**config.mk**
```make
export PLATFORM = sky130hd
export DESIGN_NAME = downcounter_4_bit
export DESIGN_NICKNAME = d
export VERILOG_FILES = /design/src/rtl/downcounter_4_bit.sv
export SDC_FILE = /design/constraint.sdc
export NUM_CORES = 1
export LEC_CHECK = 0
export CORE_AREA = 4 4 41 43
export DETAILED_ROUTE_END_ITERATION = 16
export DIE_AREA = 0 0 45 47
export GPL_TIMING_DRIVEN = 1
export PLACE_DENSITY = 0.65
export SKIP_CTS_REPAIR_TIMING = 1
export SKIP_LAST_GASP = 1
export SLEW_MARGIN = 10
export SYNTH_ARGS = -nofsm -noshare
export SYNTH_HDL_FRONTEND = slang
export SYNTH_SLANG_ARGS = --single-unit
export TNS_END_PERCENT = 50
```
**constraint.sdc**
```tcl
create_clock -name clk -period 1.5 [get_ports clk]
set_input_delay 0.225 -clock clk [delete_from_list [all_inputs] [get_ports clk]]
set_output_delay 0.225 -clock clk [all_outputs]
set_load 0.005 [all_outputs]
```
**src/rtl/downcounter_4_bit.sv**
```systemverilog
// Synchronous 4-bit binary down counter with parallel load, optional auto-reload and
// borrow output for cascading. All state changes on the falling edge of clk.
module downcounter_4_bit (
  input  logic       clk,
  input  logic       clr,
  input  logic       en,
  input  logic       load,
  input  logic       auto_reload,
  input  logic [3:0] d,
  output logic       Q0,
  output logic       Q1,
  output logic       Q2,
  output logic       Q3,
  output logic       Q0_bar,
  output logic       Q1_bar,
  output logic       Q2_bar,
  output logic       Q3_bar,
  output logic       borrow,
  output logic       zero
);

  logic [3:0] count;
  logic [3:0] count_next;
  logic [3:0] toggle;
  logic       at_zero;

  assign at_zero = (count == 4'h0);

  // T flip-flop toggle terms: bit k flips when every lower bit is already 0.
  always_comb begin
    toggle[0] = en;
    toggle[1] = en & ~count[0];
    toggle[2] = en & ~count[0] & ~count[1];
    toggle[3] = en & ~count[0] & ~count[1] & ~count[2];
  end

  // Clear, load and reload override the toggle path; plain toggling from 0 already wraps to 15.
  always_comb begin
    count_next = count ^ toggle;
    if (clr) begin
      count_next = 4'h0;
    end else if (load) begin
      count_next = d;
    end else if (en && at_zero && auto_reload) begin
      count_next = d;
    end
  end

  always_ff @(negedge clk) begin
    count <= count_next;
  end

  always_comb begin
    Q0     = count[0];
    Q1     = count[1];
    Q2     = count[2];
    Q3     = count[3];
    Q0_bar = ~count[0];
    Q1_bar = ~count[1];
    Q2_bar = ~count[2];
    Q3_bar = ~count[3];
    zero   = at_zero;
    borrow = en & at_zero;
  end

endmodule

```
==> results of run 1 <==
## per-stage QoR
| step | cell area [um^2] | cells | setup TNS, ps | utilization |
|---|---|---|---|---|
| after global placement | 584 | 73 | -8640 | 0.449 |
| after detailed placement | 584 | 73 | -8860 | 0.449 |
| after global routing | 662 | 83 | -6180 | 0.509 |
| after CTS | 618 | 79 | -10810 | 0.475 |
| final | 662 | 83 | -5600 | 0.509 |
| after floorplan | 303 | 29 | -1600 | - |
## power groups by stage
stage	Combinational [mW]	Clock (mW)	Sequential, mW
finish	0.239	0.179	0.134
global route	0.263	0.211	0.135
CTS	0.222	0.192	0.132
detailed placement	0.221	0.0208	0.134
global placement	0.214	0.0208	0.134
floorplan	0.0749	0.0208	0.136
## layer usage
| layer | vias up | global-route usage | wire [um] |
|---|---|---|---|
| li1 | 179 | - | - |
| met2 | 15 | 0.150 | 429 |
| met5 | - | 0 | 0 |
| met4 | 0 | 0.0994 | 24 |
| met1 | 140 | 0.0752 | 278 |
| met3 | 5 | 0.0651 | 111 |
## cell usage after synthesis (all sizes together)
cell type  number  area, um^2
nor2            3        11.3
and2            1        7.51
nor2b           3        18.8
nand3           1        5.00
nor4            1        21.3
mux2            2        22.5
a221oi          2        17.5
ha              3        37.5
inv             7        26.3
a31o            1        8.76
xor2            1        8.76
dfxtp           4        80.1
## logic make-up after synthesis
logic type	Yosys count	share of synthesized area
AND/OR/NAND/NOR	9	0.241
adder cells (fa/ha/maj)	3	0.142
XOR/XNOR	1	0.0330
multiplexers	2	0.0849
flip-flops	4	0.302
AO/OA/AOI/OAI	3	0.0991
buffers and inverters	7	0.0991
## worst max-delay path, delay by kind of cell (launching register included)
family / cells / cell delay (ps)
buf+inv: 1 / 80
simple gates: 2 / 480
flops: 1 / 320
## worst min path at each step
stage                        start  endpoint  slack, ps  cells past startpoint
final                     count[3]  count[3]        720                      4
after global routing      count[3]  count[3]        770                      4
after CTS                 count[2]  count[3]        780                      4
after detailed placement  count[3]  count[3]        780                      4
after global placement    count[2]  count[2]        770                      4
after floorplan                 en    borrow        570                      1
## layout make-up
class                           instances  area (um^2)  share of cell area
Inverter                                6         25.0              0.0378
Clock inverter                          4         15.0              0.0227
Sequential cell                         4         85.1               0.129
Timing Repair Buffer                   33          298               0.450
Clock buffer                            3         22.5              0.0340
Tap cell                               15         18.8              0.0284
Multi-Input combinational cell         18          198               0.299
==> parameters.txt, run 1 <==
Parameter                              Value

Synth
  Synth Warn #    0
  Post-synth cell types    12
  Synthesized area per cell    9.15 um^2
  Syn Std Cell Area    roughly 270 um^2
  Post-synth net total    41
  Number of instances in the synthesized netlist    29
  Share of synthesized area occupied by flip-flops and latches    0.302
  Post-synthesis sequential element count    4

CTS
  Clock-pin slew on the worst setup and hold paths    30 ps
  Clock tree from TritonCTS    yes
  Library cell used as clock root buffer    sky130_fd_sc_hd__clkbuf_4
  Number of sinks handled by clock tree synthesis    4
  Number of buffers created by CTS    3
  Total number of H-tree levels    1
  Insertion delay of the later-clocked pin in the worst-skew pair    about 300 ps
  Max Root-Sink Buffers    2

Hold path
  Worst min-delay path category    flip-flop to flip-flop

Power and ir drop
  Maximum resistive drop on vdd    0.439 mV
  Power density relative to cell area    834 nW/um^2
  Sequential Power Share    0.243
  Internal power consumption    0.386 mW
  Share of total power in the clock network    0.325
  Overall power consumption    0.552 mW
  Switching share of power    0.301
  Combinational group share of total power    0.432
  Static leakage    0.362 nW
  Net Sw Power    0.166 mW

Routing
  Number of remaining DRC errors    0
  Total iterations of the first detailed-routing run    1
  Detailed-route via count    339
  Antenna Violating Nets Remaining    0
  Post-detailed-route via-to-cell ratio    4.08
  Wirelength per Cell    10.2 um
  First-iteration detailed-routing DRC count    0
  Detailed Route WL    roughly 840 um

Placement
  Setup slack at placement    -995 ps
  Count of buffers inserted at the top-level ports    18
  Global placer's final weighted congestion    0.683
  Dpl hpwl    671 um

Timing
  Worst setup skew after layout    5.57 ps
  Final-layout worst hold slack    around 720 ps
  Setup-failing EPs final    14
  Worst slew margin relative to its limit    0.851
  Unrepaired setup endpoints after global routing    yes
  Final-report max-slew violation count    0
  Final hold viol count    0
  Tightest Pin Transition    222 ps
  Final Worst Setup Slack    -650 ps

Status
  Result of the run    finished with violations
  Violated checks    negative setup slack

Setup path
  Required time reported for the critical path endpoint    about 1300 ps
  Worst Setup EP    borrow
  Slack of the worst reg-to-reg path    -70 ps
  Crit path largest cell delay    320 ps
  Sequence of cells on the critical path    nor4_4 > and2_4 > buf_6
  Highest fanout seen on the critical path    2
  R2r endpoint    count[2]
  First element of the critical path    count[2]
  Cells on worst reg2reg path    8
  Startpoint-to-endpoint class of the critical path    flip-flop to primary output
  Arr. time, crit path    between 1500 and 2000 ps
  Reg-to-reg critical path startpoint    count[0]
  CP endpoint kind    primary output
  Startpoint kind of the worst setup timing path    flip-flop
  Cell with the largest stage delay on the worst path    sky130_fd_sc_hd__dfxtp_2

Layout
  Registers with the most flip-flops    count (4)
  Top library cells by usage in the layout, fill and taps aside    12 x sky130_fd_sc_hd__buf_4, 7 x sky130_fd_sc_hd__clkdlybuf4s50_1, 6 x sky130_fd_sc_hd__inv_1, 6 x sky130_fd_sc_hd__buf_6
  Filler cell count in the final layout    133
  Count of inserted antenna diode cells    0
  Leading cell type in the layout, fill and taps excluded    sky130_fd_sc_hd__buf_4
  Proportion of layout cells with a drive suffix above 1    0.603
  Number of nets in the finished design    82
  Largest Register    count
  Layout-stage area growth over the synthesis result    150%
  Max reg flops    4

Global routing
  Antenna violations before repair    0
  Largest net degree at the start of global routing    6
  First-pass GRT wire length    1260 um
  Total GRT Usage    0.0949
  Number of global-route vias before repair    312
  Global route overflow    0

Floorplan
  Die area    2120 um^2
  Die height    roughly 47 um
  Count of standard-cell rows    13
  Top Ports    19
  Die W    45 um
  Starting density of the core    0.204
  Area of the placeable core    1300 um^2

Job
  Maximum Capacitance Violations    0
Note: power is estimated with default switching activity, not from simulation.
==> run 2, diff against run 1 <==
--- a/config.mk
+++ b/config.mk
@@ -16,4 +16,3 @@
 export SYNTH_ARGS = -nofsm -noshare
 export SYNTH_HDL_FRONTEND = slang
 export SYNTH_SLANG_ARGS = --single-unit
-export TNS_END_PERCENT = 50
==> parameters.txt, run 2 (synthesis results as in run 1) <==
Parameter                              Value

Status
  Result of the run    finished with violations
  Violated checks    negative setup slack

Timing
  Final hold viol count    0 (unchanged)
  Tightest Pin Transition    227 ps (+5.00 ps)
  Worst slew margin relative to its limit    0.847 (-0.00336)
  Final-layout worst hold slack    776 ps (+54.1 ps)
  Final Worst Setup Slack    -740 ps (-90.1 ps)
  Worst setup skew after layout    3.88 ps (-1.69 ps)
  Summed negative setup slack over all endpoints    -4830 ps (+772 ps)
  Setup-failing EPs final    14 (unchanged)
  Final-report max-slew violation count    0 (unchanged)
  Unrepaired setup endpoints after global routing    yes

Setup path
  Cells on worst reg2reg path    9 (+1)
  Startpoint kind of the worst setup timing path    flip-flop
  Startpoint-to-endpoint class of the critical path    flip-flop to primary output
  CP endpoint kind    primary output
  Slack of the worst reg-to-reg path    -100 ps (-30 ps)
  Required time reported for the critical path endpoint    1270 ps (about the same)
  Reg-to-reg critical path startpoint    count[0]
  Arr. time, crit path    2010 ps (+90 ps)
  Highest fanout seen on the critical path    2 (unchanged)
  R2r endpoint    count[3]

Hold path
  Hold Crit Depth    4 (unchanged)
  Hold worst-path end    count[3]
  Startpoint of the most critical hold path    count[0]
  Worst min-delay path category    flip-flop to flip-flop

Global routing
  Antenna violations before repair    0 (unchanged)
  Number of global-route vias before repair    332 (+6.4%)
  Global route overflow    0 (unchanged)
  First-pass GRT wire length    1350 um (+6.6%)
  Total GRT Usage    0.0940 (-0.000865)
  Largest net degree at the start of global routing    6 (unchanged)

Routing
  Total iterations of the first detailed-routing run    1 (unchanged)
  Wirelength per Cell    11.7 um (+15%)
  Post-detailed-route via-to-cell ratio    4.26 (+4.3%)
  Detailed-route via count    345 (+1.8%)
  Detailed Route WL    949 um (+12%)
  Number of remaining DRC errors    0 (unchanged)
  Antenna Violating Nets Remaining    0 (unchanged)
  First-iteration detailed-routing DRC count    0 (unchanged)

Layout
  Top library cells by usage in the layout, fill and taps aside    9 x sky130_fd_sc_hd__buf_4, 7 x sky130_fd_sc_hd__inv_1, 7 x sky130_fd_sc_hd__dlymetal6s2s_1, 6 x sky130_fd_sc_hd__buf_6
  Number of nets in the finished design    80 (-2.4%)
  Leading cell type in the layout, fill and taps excluded    sky130_fd_sc_hd__buf_4
  Largest Register    count
  Layout-stage area growth over the synthesis result    162%
  Final core utilization    0.534 (+0.0250)
  Final Non-Filler Cells    81 (-2.4%)
  Count of inserted antenna diode cells    0 (unchanged)
  Registers with the most flip-flops    count (4)
  Max reg flops    4 (unchanged)
  Proportion of layout cells with a drive suffix above 1    0.621 (+0.0183)

Placement
  Count of buffers inserted at the top-level ports    18 (unchanged)
  Global placer's final weighted congestion    0.720 (+5.4%)
  Total placed cells including tap cells    73 (unchanged)
  Dpl hpwl    728 um (+8.4%)

Power and ir drop
  Static leakage    0.384 nW (+6.3%)
  Overall power consumption    0.557 mW (+0.84%)
  Power density relative to cell area    801 nW/um^2 (-3.9%)
  Maximum resistive drop on vdd    0.440 mV (+0.26%)

CTS
  Clock tree from TritonCTS    yes
  Clock-pin slew on the worst setup and hold paths    30 ps (about the same)
  Insertion delay of the later-clocked pin in the worst-skew pair    290 ps (about the same)
  Number of buffers created by CTS    3 (unchanged)
  Max Root-Sink Buffers    2 (unchanged)
  Number of sinks handled by clock tree synthesis    4 (unchanged)
  Total number of H-tree levels    1 (unchanged)
  Library cell used as clock root buffer    sky130_fd_sc_hd__clkbuf_4

Floorplan
  Die area    2120 um^2 (unchanged)
  Die height    47 um (unchanged)
  Count of standard-cell rows    13 (unchanged)
  Die W    45 um (unchanged)
  Top Ports    19 (unchanged)
  Area of the placeable core    1300 um^2 (unchanged)
  Starting density of the core    0.204 (unchanged)

Job
  Maximum Capacitance Violations    0 (unchanged)
==> run 2: how the worst max path moves through the flow <==
stage	start	endpoint	slack (ps)	cells past startpoint
2_1_floorplan	en	count[2]	-420	5
4_1_cts	count[0]	zero	-1070	3
3_5_place_dp	en	count[2]	-1020	6
3_3_place_gp	en	count[2]	-990	6
6_report	count[2]	borrow	-740	4
5_1_grt	count[2]	borrow	-840	4
==> run 2: metrics by stage <==
stage,area [um^2],setup WS (ps)
floorplan,313,-419
global placement,594,-985
detailed placement,594,-1020
CTS,628,-1070
global route,694,-837
finish,694,-740
==> run 2: layout make-up <==
class	count	area (um^2)
Multi-Input combinational cell	18	230
Sequential cell	4	87.6
Fill cell	137	607
Timing Repair Buffer	31	298
Clock buffer	3	22.5
Inverter	6	22.5
Clock inverter	4	15.0
Tap cell	15	18.8
==> run 2: worst max-delay path, stage by stage, from the launching register on <==
cell and delay, ps:
sky130_fd_sc_hd__dfxtp_2 330, sky130_fd_sc_hd__nor4_4 290, sky130_fd_sc_hd__buf_4 150, sky130_fd_sc_hd__and2_4 120, sky130_fd_sc_hd__buf_6 80
==> run 2: routing by layer <==
metal / GRT usage / part of all wire / vias up
li1: - / - / 172
met1: 0.0841 / 0.36 / 160
met2: 0.167 / 0.54 / 13
met3: 0.0536 / 0.10 / 0
met4: 0.0526 / 0 / 0
met5: 0 / 0 / -
==> run 2: report_power, final <==
group | internal (mW) | switching, mW | total (mW)
clock network | 0.104 | 0.0668 | 0.171
logic | 0.164 | 0.0849 | 0.249
registers | 0.122 | 0.0142 | 0.136
==> run 3, diff against run 2 <==
--- a/config.mk
+++ b/config.mk
@@ -6,10 +6,10 @@
 export NUM_CORES = 1
 export LEC_CHECK = 0
 export CORE_AREA = 4 4 41 43
+export CTS_BUF_LIST = sky130_fd_sc_hd__clkbuf_4
 export DETAILED_ROUTE_END_ITERATION = 16
 export DIE_AREA = 0 0 45 47
 export GPL_TIMING_DRIVEN = 1
-export PLACE_DENSITY = 0.65
 export SKIP_CTS_REPAIR_TIMING = 1
 export SKIP_LAST_GASP = 1
 export SLEW_MARGIN = 10
==> parameters.txt, run 3 (synthesis results as in run 1) <==
Parameter                              Value

Status
  Result of the run    finished with violations
  Violated checks    negative setup slack

Routing
  Number of remaining DRC errors    0 (unchanged)
  Post-detailed-route via-to-cell ratio    4.04 (-5.2%)
  Total iterations of the first detailed-routing run    2 (+1)
  First-iteration detailed-routing DRC count    1 (+1)
  Wirelength per Cell    10.3 um (-12%)
  Detailed-route via count    335 (-2.9%)
  Detailed Route WL    858 um (-9.6%)
  Antenna Violating Nets Remaining    0 (unchanged)

Floorplan
  Count of standard-cell rows    13 (unchanged)
  Die area    2120 um^2 (unchanged)
  Area of the placeable core    1300 um^2 (unchanged)
  Top Ports    19 (unchanged)
  Die height    47 um (unchanged)
  Die W    45 um (unchanged)
  Starting density of the core    0.204 (unchanged)

Global routing
  Met2 track demand over resource in global routing    0.133 (-0.0339)
  Most crowded layer after global routing    met2
  Met1 track utilization from global routing    0.0932 (+0.00909)
  Largest net degree at the start of global routing    6 (unchanged)
  Number of global-route vias before repair    354 (+6.6%)
  Total GRT Usage    0.0900 (-0.00395)
  Global-route met3 utilization    0.0651 (+0.0115)
  Global route overflow    0 (unchanged)
  First-pass GRT wire length    1310 um (-2.5%)
  Antenna violations before repair    0 (unchanged)

Placement
  Count of buffers inserted at the top-level ports    18 (unchanged)
  Total cell area at the placement stage    594 um^2 (unchanged)
  Total placed cells including tap cells    73 (unchanged)
  Dpl hpwl    587 um (-19%)
  Global placer's final weighted congestion    0.630 (-13%)

Layout
  Number of nets in the finished design    82 (+2.5%)
  Final Non-Filler Cells    83 (+2.5%)
  Final core utilization    0.543 (+0.00962)
  Leading cell type in the layout, fill and taps excluded    sky130_fd_sc_hd__buf_4
  Layout-stage area growth over the synthesis result    167%
  Max reg flops    4 (unchanged)
  Filler cell count in the final layout    138 (+0.73%)
  Final Cell Area    707 um^2 (+1.8%)
  Count of inserted antenna diode cells    0 (unchanged)
  Largest Register    count
  Top library cells by usage in the layout, fill and taps aside    11 x sky130_fd_sc_hd__buf_4, 8 x sky130_fd_sc_hd__inv_1, 7 x sky130_fd_sc_hd__dlymetal6s2s_1, 7 x sky130_fd_sc_hd__buf_6
  Proportion of layout cells with a drive suffix above 1    0.603 (-0.0183)
  Registers with the most flip-flops    count (4)

Power and ir drop
  Overall power consumption    0.564 mW (+1.4%)
  Static leakage    0.390 nW (+1.4%)
  Power density relative to cell area    798 nW/um^2 (-0.42%)
  Maximum resistive drop on vdd    0.472 mV (+7.2%)

Setup path
  Cells on worst reg2reg path    10 (+1)
  Startpoint kind of the worst setup timing path    flip-flop
  Startpoint-to-endpoint class of the critical path    flip-flop to primary output
  Highest fanout seen on the critical path    2 (unchanged)
  Worst Setup EP    borrow
  CP endpoint kind    primary output
  Worst Path Buf+Inv    2 (unchanged)
  Crit path largest cell delay    330 ps (about the same)
  Stages on worst setup path    4 (unchanged)
  Slack of the worst reg-to-reg path    -180 ps (-80 ps)
  First element of the critical path    count[2]
  Reg-to-reg critical path startpoint    count[0]
  Cell with the largest stage delay on the worst path    sky130_fd_sc_hd__dfxtp_2
  Kind of cell adding the most delay to the critical path    simple AND/OR/NAND/NOR gates
  R2r endpoint    count[3]
  Required time reported for the critical path endpoint    1270 ps (about the same)
  Sequence of cells on the critical path    nor4_4 > buf_4 > and2_4 > buf_6
  Arr. time, crit path    2040 ps (+30 ps)

Timing
  Unrepaired setup endpoints after global routing    yes
  Final-layout worst hold slack    760 ps (-16.4 ps)
  Worst slew margin relative to its limit    0.843 (-0.00414)
  Final-report max-slew violation count    0 (unchanged)
  Final hold viol count    0 (unchanged)
  Final Worst Setup Slack    -762 ps (-22.5 ps)
  Setup-failing EPs final    14 (unchanged)
  Worst setup skew after layout    14.0 ps (+10.1 ps)
  Tightest Pin Transition    234 ps (+6.16 ps)

Job
  Maximum Capacitance Violations    0 (unchanged)

CTS
  Insertion delay of the later-clocked pin in the worst-skew pair    300 ps (about the same)
  Clock tree from TritonCTS    yes
  Clock-pin slew on the worst setup and hold paths    40 ps (about the same)
  Number of sinks handled by clock tree synthesis    4 (unchanged)
  Max Root-Sink Buffers    2 (unchanged)
  Number of buffers created by CTS    3 (unchanged)
  Total number of H-tree levels    1 (unchanged)
  Library cell used as clock root buffer    sky130_fd_sc_hd__clkbuf_4

Hold path
  Worst min-delay path category    flip-flop to flip-flop
run 3: changes by cell type in the layout (fill, tap and decap cells not counted), sizes merged:
cell	before	now
buf	16	19
clkbuf	7	6
run 3: per-layer routing:
metal / up-vias / wire [um]
met5: - / 0
met2: 16 / 433
met3: 0 / 99
li1: 174 / -
met1: 145 / 325
met4: 0 / 0
run 3: area by class of cell:
class | count | area [um^2] | area share
clock buffers | 3 | 22.5 | 0.0319
repair buffers | 33 | 319 | 0.451
flip-flops and latches | 4 | 85.1 | 0.120
clock inverters | 4 | 15.0 | 0.0212
well taps | 15 | 18.8 | 0.0265
multi-input cells | 18 | 224 | 0.317
inverters | 6 | 22.5 | 0.0319
run 3: power breakdown:
group          internal (mW)  leakage [nW]  total, mW  switching, mW
sequential             0.122        0.0344      0.137         0.0146
combinational          0.171         0.320      0.252         0.0816
clock                  0.105        0.0351      0.175         0.0706
run 3: how the worst min path moves through the flow:
stage               slack (ps)  cells past startpoint  endpoint     start
floorplan                  570                      1    borrow        en
global placement           750                      4  count[2]  count[0]
detailed placement         760                      4  count[3]  count[0]
CTS                        770                      4  count[3]  count[0]
global route               800                      4  count[2]  count[3]
finish                     760                      4  count[2]  count[1]
run 3: per-stage QoR:
stage	setup TNS [ps]	setup slack [ps]
floorplan	-1620	-419
global placement	-8590	-950
detailed placement	-8650	-1020
CTS	-10580	-1060
global route	-5780	-801
finish	-5220	-762
run 3: worst min-delay path, cell delays in order, from the launching register on:
cell and delay [ps]:
sky130_fd_sc_hd__dfxtp_2 340, sky130_fd_sc_hd__nor4_4 60, sky130_fd_sc_hd__buf_4 140, sky130_fd_sc_hd__nand3_1 120
sky130_fd_sc_hd__a221oi_2 80
